$ cat src/rtl/dmem_ctrl.sv
// dmem_ctrl: multi-cycle, word-addressed data-memory controller.
// Holds the datapath through a stall while one load/store completes after a
// configurable number of wait cycles. Requests with addr[0]=1 raise a sticky
// error flag and are not performed.
module dmem_ctrl #(
    parameter int n       = 16,
    parameter int DEPTH   = 256,
    parameter int LATENCY = 2
) (
    input  logic         clk,
    input  logic         reset,
    input  logic         memread,
    input  logic         memwrite,
    input  logic [n-1:0] addr,
    input  logic [n-1:0] writedata,
    output logic [n-1:0] readdata,
    output logic         stall,
    output logic         misalign_err
);

    localparam int AW = $clog2(DEPTH);
    localparam int CW = (LATENCY > 1) ? $clog2(LATENCY) : 1;
    localparam logic [CW-1:0] CNT_INIT = CW'(LATENCY - 1);
    localparam logic [CW-1:0] CNT_ZERO = {CW{1'b0}};
    localparam logic [CW-1:0] CNT_ONE  = CW'(1);

    typedef enum logic [1:0] {
        IDLE = 2'd0,
        WAIT = 2'd1,
        DONE = 2'd2
    } state_t;

    state_t         state_r;
    state_t         state_nxt_s;
    logic [CW-1:0]  cnt_r;
    logic           op_wr_r;
    logic [AW-1:0]  idx_r;
    logic [n-1:0]   wdata_r;
    logic [n-1:0]   readdata_r;
    logic           misalign_r;
    logic [n-1:0]   mem_r [DEPTH];

    logic           req_s;
    logic           start_s;
    logic           access_s;
    logic           misalign_s;
    logic           stall_s;

    // Upper address bits are intentionally ignored, so addresses alias.
    logic           unused_addr_s;
    assign unused_addr_s = ^addr[n-1:AW+1];

    assign req_s        = memread | memwrite;
    assign readdata     = readdata_r;
    assign stall        = stall_s;
    assign misalign_err = misalign_r;

    // Next-state and stall decode; requests are only looked at in IDLE.
    always_comb begin
        state_nxt_s = state_r;
        stall_s     = 1'b0;
        start_s     = 1'b0;
        access_s    = 1'b0;
        misalign_s  = 1'b0;
        case (state_r)
            IDLE: begin
                if (req_s) begin
                    if (addr[0]) begin
                        misalign_s = 1'b1;
                    end else begin
                        stall_s     = 1'b1;
                        start_s     = 1'b1;
                        state_nxt_s = WAIT;
                    end
                end else begin
                    stall_s = 1'b0;
                end
            end
            WAIT: begin
                stall_s = 1'b1;
                if (cnt_r == CNT_ZERO) begin
                    access_s    = 1'b1;
                    state_nxt_s = DONE;
                end else begin
                    state_nxt_s = WAIT;
                end
            end
            DONE: begin
                // Datapath retires here; held request lines must not re-fire.
                state_nxt_s = IDLE;
            end
            default: begin
                state_nxt_s = IDLE;
            end
        endcase
    end

    // Control state, latched request, read result and sticky error flag.
    always_ff @(posedge clk) begin
        if (reset) begin
            state_r    <= IDLE;
            cnt_r      <= CNT_ZERO;
            op_wr_r    <= 1'b0;
            idx_r      <= {AW{1'b0}};
            wdata_r    <= {n{1'b0}};
            readdata_r <= {n{1'b0}};
            misalign_r <= 1'b0;
        end else begin
            state_r <= state_nxt_s;
            if (start_s) begin
                op_wr_r <= memwrite;          // both high counts as a write
                idx_r   <= addr[AW:1];
                wdata_r <= writedata;
                cnt_r   <= CNT_INIT;
            end else if ((state_r == WAIT) && (cnt_r != CNT_ZERO)) begin
                cnt_r <= cnt_r - CNT_ONE;
            end
            if (access_s && !op_wr_r) begin
                readdata_r <= mem_r[idx_r];
            end
            if (misalign_s) begin
                misalign_r <= 1'b1;
            end
        end
    end

    // Storage write port; never cleared, and a reset edge drops a pending store.
    always_ff @(posedge clk) begin
        if (!reset && access_s && op_wr_r) begin
            mem_r[idx_r] <= wdata_r;
        end
    end

endmodule
$ cat config.mk
export PLATFORM = sky130hd
export DESIGN_NAME = dmem_ctrl
export DESIGN_NICKNAME = d
export VERILOG_FILES = /design/src/rtl/dmem_ctrl.sv
export SDC_FILE = /design/constraint.sdc
export NUM_CORES = 2
export LEC_CHECK = 0
export BUFFER_PORTS_ARGS = -buffer_cell sky130_fd_sc_hd__buf_4
export CAP_MARGIN = 20
export CORE_MARGIN = 2
export CORE_UTILIZATION = 36
export CTS_CLUSTER_DIAMETER = 150
export DETAILED_ROUTE_END_ITERATION = 8
export PLACE_DENSITY_LB_ADDON = 0.12
export SLEW_MARGIN = 5
export SYNTH_ARGS = -nofsm -noshare
export SYNTH_HDL_FRONTEND = slang
export SYNTH_SLANG_ARGS = --single-unit
$ cat constraint.sdc
create_clock -name clk -period 8 [get_ports clk]
set_input_delay 0 -clock clk [delete_from_list [all_inputs] [get_ports clk]]
set_output_delay 0 -clock clk [all_outputs]
set_load 0.01 [all_outputs]
==> report_table.html <==
<table>
<tr><th>Metric</th><th>Value</th></tr>
<tr><th colspan="2">Run status</th></tr>
<tr><td>Result of the run</td><td>finished, final reports clean</td></tr>
<tr><th colspan="2">Place</th></tr>
<tr><td>Count of buffers from port buffering</td><td>between 40 and 50</td></tr>
<tr><td>Final Wtd Congestion</td><td>approximately 0.83</td></tr>
<tr><td>Detailed Place HPWL</td><td>approximately 280 mm</td></tr>
<tr><td>Total cell area at the placement stage</td><td>169000 sq um</td></tr>
<tr><td>Post-placement cell count</td><td>approximately 13000</td></tr>
<tr><th colspan="2">Worst setup path</th></tr>
<tr><td>Maximum single-stage delay on the critical path</td><td>0.91 ns</td></tr>
<tr><td>Crit path top cell by count</td><td>sky130_fd_sc_hd__buf_4</td></tr>
<tr><td>Classification of the worst setup path</td><td>reg2reg</td></tr>
<tr><td>Largest delay contributor family on the critical path</td><td>buffers and inverters</td></tr>
<tr><td>Setup crit start kind</td><td>register</td></tr>
<tr><td>Maximum fanout along the worst path</td><td>36</td></tr>
<tr><td>WP data required</td><td>8.83 ns</td></tr>
<tr><td>Crit-path cells</td><td>buf_4, buf_4, mux4_2, a22oi_1, a21oi_1, a2111oi_2, o21ai_1, nor3_1, buf_4, o22ai_1</td></tr>
<tr><td>Cell with the biggest individual delay on the critical path</td><td>sky130_fd_sc_hd__dfxtp_4</td></tr>
<tr><td>Data arrival time at the worst-slack endpoint</td><td>around 5.7 ns</td></tr>
<tr><td>Sum of buffers and inverters on the critical path</td><td>3</td></tr>
<tr><td>Kind of capture point of the worst setup path</td><td>register</td></tr>
<tr><th colspan="2">Pwr</th></tr>
<tr><td>Cell internal power dissipation</td><td>0.0362 W</td></tr>
<tr><td>Switching share of total power</td><td>between 20% and 30%</td></tr>
<tr><td>Total net switching power</td><td>between 0.01 and 0.015 W</td></tr>
<tr><td>Worst VDD drop</td><td>roughly 0.00019 V</td></tr>
<tr><td>Ratio of total power to cell area</td><td>approximately 250 nW/um^2</td></tr>
<tr><td>Leakage</td><td>a little over 60 nW</td></tr>
<tr><td>Power share of the clock group</td><td>between 40% and 50%</td></tr>
<tr><td>Combinational share of power</td><td>~5.3%</td></tr>
<tr><td>Sequential fraction of design power</td><td>about half</td></tr>
<tr><th colspan="2">Finish</th></tr>
<tr><td>Non-filler instance count after layout</td><td>around 14000</td></tr>
<tr><td>Number of fill cells</td><td>38500</td></tr>
<tr><td>Post-layout nets</td><td>around 7900</td></tr>
<tr><td>Area of all placed cells without fillers</td><td>about 180000 sq um</td></tr>
<tr><td>Area growth from synthesis to final layout</td><td>15.5%</td></tr>
<tr><td>Layout cell share with drive strength beyond 1</td><td>28.0%</td></tr>
<tr><th colspan="2">Route</th></tr>
<tr><td>Final Routed Wirelength</td><td>473 mm</td></tr>
<tr><td>Total iterations of the first detailed-routing run</td><td>5</td></tr>
<tr><td>Antenna Nets Post-Route</td><td>0</td></tr>
<tr><td>Iteration-0 DRC count of the detailed router</td><td>8370</td></tr>
<tr><td>Met2 wire len</td><td>roughly 230 mm</td></tr>
<tr><td>Per-cell routed wire length</td><td>33.4 microns</td></tr>
<tr><td>Number of design rule violations left after detail routing</td><td>0</td></tr>
<tr><td>Routed via count divided by cell count</td><td>5.51</td></tr>
<tr><td>Met3 wirelength from detailed routing</td><td>slightly below 30 mm</td></tr>
<tr><td>Wire length on met1</td><td>206 mm</td></tr>
<tr><td>Routed vias</td><td>between 70000 and 80000</td></tr>
<tr><td>Highest metal used</td><td>met4</td></tr>
<tr><th colspan="2">Clock tree</th></tr>
<tr><td>Clock transition at the registers of the reported paths</td><td>approximately 0.06 ns</td></tr>
<tr><td>Insertion delay to the later sink of the worst-skew pair</td><td>roughly 1.0 ns</td></tr>
<tr><td>Library cell used as clock root buffer</td><td>sky130_fd_sc_hd__clkbuf_16</td></tr>
<tr><td>TritonCTS sink count</td><td>4141</td></tr>
<tr><td>Deepest level of the CTS H-tree</td><td>5</td></tr>
<tr><td>CTS tree</td><td>built</td></tr>
<tr><td>Post-CTS setup repair buffer count</td><td>0</td></tr>
<tr><td>Max Root-Sink Buffers</td><td>4</td></tr>
<tr><td>Number of gates given a new drive strength after cts</td><td>0</td></tr>
<tr><td>TritonCTS Buffers</td><td>443</td></tr>
<tr><th colspan="2">STA</th></tr>
<tr><td>Final worst-path cycle share</td><td>about three fifths</td></tr>
<tr><td>Rel. slew slack</td><td>between 10% and 20%</td></tr>
<tr><td>Final Hold Fails</td><td>0</td></tr>
<tr><td>Worst-margin pin slew</td><td>roughly 1.3 ns</td></tr>
<tr><td>Final max-slew violation count</td><td>0</td></tr>
<tr><td>Number of endpoints failing setup at the final stage</td><td>0</td></tr>
<tr><td>Post-route worst hold slack</td><td>approximately 0.26 ns</td></tr>
<tr><td>Final TNS setup</td><td>0 ns</td></tr>
<tr><td>Clock tree skew after final layout</td><td>0.0617 ns</td></tr>
<tr><td>Minimum clock period</td><td>~4.9 ns</td></tr>
<tr><td>RSZ-0062 raised after global routing</td><td>false</td></tr>
<tr><td>Highest clock frequency the design can meet</td><td>between 200 and 250 MHz</td></tr>
<tr><th colspan="2">Yosys</th></tr>
<tr><td>Async set-reset flop share out of synthesis</td><td>0%</td></tr>
<tr><td>Post-synth top area share</td><td>roughly three quarters</td></tr>
<tr><td>Number of warnings reported in the yosys synthesis log</td><td>0</td></tr>
<tr><td>Unique cell type count in the Yosys netlist</td><td>between 60 and 70</td></tr>
<tr><td>Main flop type after synthesis</td><td>sky130_fd_sc_hd__edfxtp_1</td></tr>
<tr><td>Cell area after synthesis</td><td>~160000 sq um</td></tr>
<tr><td>Post-Synthesis Cells</td><td>just over 7000</td></tr>
<tr><td>EDFF count, synth</td><td>approximately 4100</td></tr>
<tr><td>Synthesized flop and latch total</td><td>roughly 4100</td></tr>
<tr><td>Cell type with the highest aggregate area in the netlist</td><td>sky130_fd_sc_hd__edfxtp_1</td></tr>
<tr><td>Mean instance size in the synthesized netlist</td><td>22.0 sq um</td></tr>
<tr><td>Sequential share of the synthesized area</td><td>between 70% and 80%</td></tr>
<tr><td>Mapped Nets</td><td>around 7300</td></tr>
<tr><td>Top cells by area, synth</td><td>sky130_fd_sc_hd__edfxtp_1 (77%), sky130_fd_sc_hd__mux4_2 (14%), sky130_fd_sc_hd__mux2i_1 (2.5%)</td></tr>
<tr><th colspan="2">Die</th></tr>
<tr><td>Die Area</td><td>449000 sq um</td></tr>
<tr><td>Die Width</td><td>670 microns</td></tr>
<tr><td>Number of placement rows</td><td>about 240</td></tr>
<tr><td>Floorplan die height</td><td>670 microns</td></tr>
<tr><td>Placeable core region</td><td>approximately 440000 sq um</td></tr>
<tr><td>Initial core utilization</td><td>between 30 and 40%</td></tr>
<tr><td>Boundary pin count</td><td>54</td></tr>
<tr><th colspan="2">Global route</th></tr>
<tr><td>GRT Total Usage</td><td>between 20 and 25%</td></tr>
<tr><td>Wire length of the first global-routing pass</td><td>about 650 mm</td></tr>
<tr><td>Via count of the first global-routing pass</td><td>just under 80000</td></tr>
<tr><td>Pin count of the biggest net entering global routing</td><td>roughly 180</td></tr>
<tr><td>Antenna violations before repair</td><td>32</td></tr>
<tr><td>Total gr overflow</td><td>0</td></tr>
<tr><th colspan="2">Job</th></tr>
<tr><td>Max Cap Viol</td><td>0</td></tr>
<tr><th colspan="2">Worst hold path</th></tr>
<tr><td>Min-delay worst type</td><td>in2reg</td></tr>
</table>
-- power by group through the flow --
| stage | registers, W | logic, W | clock network (W) |
|---|---|---|---|
| 2_1_floorplan | 0.0246 | 0.00129 | 0 |
| 3_3_place_gp | 0.0245 | 0.00243 | 0 |
| 3_5_place_dp | 0.0245 | 0.00246 | 0 |
| 4_1_cts | 0.0241 | 0.00251 | 0.0205 |
| 5_1_grt | 0.0241 | 0.00261 | 0.0213 |
| 6_report | 0.0241 | 0.00249 | 0.0201 |
-- Yosys cell counts (18+ instances only) --
cell,count
sky130_fd_sc_hd__edfxtp_1,4096
sky130_fd_sc_hd__mux4_2,971
sky130_fd_sc_hd__mux2i_1,396
sky130_fd_sc_hd__nor2_1,320
sky130_fd_sc_hd__nand2_1,181
sky130_fd_sc_hd__clkbuf_1,148
sky130_fd_sc_hd__buf_2,118
sky130_fd_sc_hd__a22oi_1,114
sky130_fd_sc_hd__a21oi_1,101
sky130_fd_sc_hd__buf_4,97
sky130_fd_sc_hd__o22ai_1,96
sky130_fd_sc_hd__o21ai_0,73
sky130_fd_sc_hd__a211oi_1,47
sky130_fd_sc_hd__nand3_1,46
sky130_fd_sc_hd__dfxtp_1,45
sky130_fd_sc_hd__mux2_2,39
sky130_fd_sc_hd__buf_6,38
sky130_fd_sc_hd__nor2b_1,28
sky130_fd_sc_hd__a311oi_1,26
sky130_fd_sc_hd__buf_1,21
sky130_fd_sc_hd__a32oi_1,18
-- cell families (layout without fill, tap and decap cells) --
group | count (synthesis) | after routing | share of synthesized area (%)
multiplexers | 1406 | 1406 | 16.4
buffers and inverters | 443 | 1432 | 1.67
flip-flops | 4141 | 4141 | 77.5
other | 0 | 14 | 0
AND/OR/NAND/NOR | 661 | 661 | 1.82
AO/OA/AOI/OAI | 600 | 600 | 2.54
-- registers in the layout, summed over array words and instances (netlist names) --
| signal | count |
|---|---|
| mem_r | 4096 |
| readdata | 16 |
| wdata_r | 16 |
| idx_r | 8 |
| state_r | 2 |
| cnt_r | 1 |
| misalign_err | 1 |
| op_wr_r | 1 |
-- layer usage --
metal | up-vias | track usage [%]
met3 | 566 | 3.27
met4 | 0 | 5.18
li1 | 31900 | -
met1 | 42900 | 29.4
met5 | - | 0
met2 | 2635 | 33.6
-- per-stage QoR --
step                      worst slack (ns)  util [%]  power [W]
after detailed placement              3.16      38.3     0.0270
after floorplan                       3.75         -     0.0259
after CTS                             3.15      41.7     0.0471
after global routing                  2.86      41.8     0.0480
after global placement                2.94      38.2     0.0270
final                                 3.15      41.8     0.0466
-- cell type report --
cell class              instances  area, sq um  area share, %
inverters                       3         18.8         0.0102
well taps                    5904         7390           4.00
flip-flops and latches       4141       124000           67.1
clock buffers                 558        11700           6.34
multi-input cells            2667        33700           18.3
clock inverters               266         2430           1.32
diodes                         14         35.0         0.0190
repair buffers                605         5360           2.90
-- worst paths after layout --
kind / start / end / slack (ns) / depth (start not counted)
worst max-delay path: idx_r[1] / readdata[2] / 3.15 / 10
worst min-delay path: addr[0] / cnt_r / 0.26 / 6
worst max register to register: idx_r[1] / readdata[2] / 3.15 / 10
worst min register to register: cnt_r / cnt_r / 0.57 / 2
-- what timing repair did --
item                       CTS  global route
hold buffers               107             0
hold endpoints to repair    44             0
setup endpoints to repair    0             0
-- tightest hold or removal path, delay by kind of cell --
| kind | cells | cell delay (ns) |
|---|---|---|
| and+or+nand+nor | 3 | 0.24 |
| buffers and inverters | 3 | 0.93 |
-- cells in the final DEF, fill, tap and decap left out, types with 20 or more instances in the layout --
| cell | instances |
|---|---|
| sky130_fd_sc_hd__mux2i_1 | 396 |
| sky130_fd_sc_hd__nor2_2 | 114 |
| sky130_fd_sc_hd__o21ai_0 | 72 |
| sky130_fd_sc_hd__nand3_1 | 46 |
| sky130_fd_sc_hd__dfxtp_1 | 21 |
| sky130_fd_sc_hd__o22ai_1 | 96 |
| sky130_fd_sc_hd__clkbuf_1 | 101 |
| sky130_fd_sc_hd__nand2_1 | 163 |
| sky130_fd_sc_hd__a211oi_1 | 47 |
| sky130_fd_sc_hd__buf_4 | 436 |
| sky130_fd_sc_hd__mux4_2 | 971 |
| sky130_fd_sc_hd__nor2_1 | 204 |
| sky130_fd_sc_hd__dlygate4sd3_1 | 107 |
| sky130_fd_sc_hd__clkinv_2 | 83 |
| sky130_fd_sc_hd__a21oi_1 | 101 |
| sky130_fd_sc_hd__buf_8 | 20 |
| sky130_fd_sc_hd__clkbuf_16 | 447 |
| sky130_fd_sc_hd__dfxtp_4 | 23 |
| sky130_fd_sc_hd__buf_12 | 29 |
| sky130_fd_sc_hd__nor2b_1 | 26 |
| sky130_fd_sc_hd__a311oi_1 | 26 |
| sky130_fd_sc_hd__clkinv_1 | 111 |
| sky130_fd_sc_hd__a22oi_1 | 114 |
| sky130_fd_sc_hd__edfxtp_1 | 4096 |
| sky130_fd_sc_hd__bufinv_16 | 34 |
| sky130_fd_sc_hd__mux2_2 | 39 |
(Power assumes the default switching activity.)
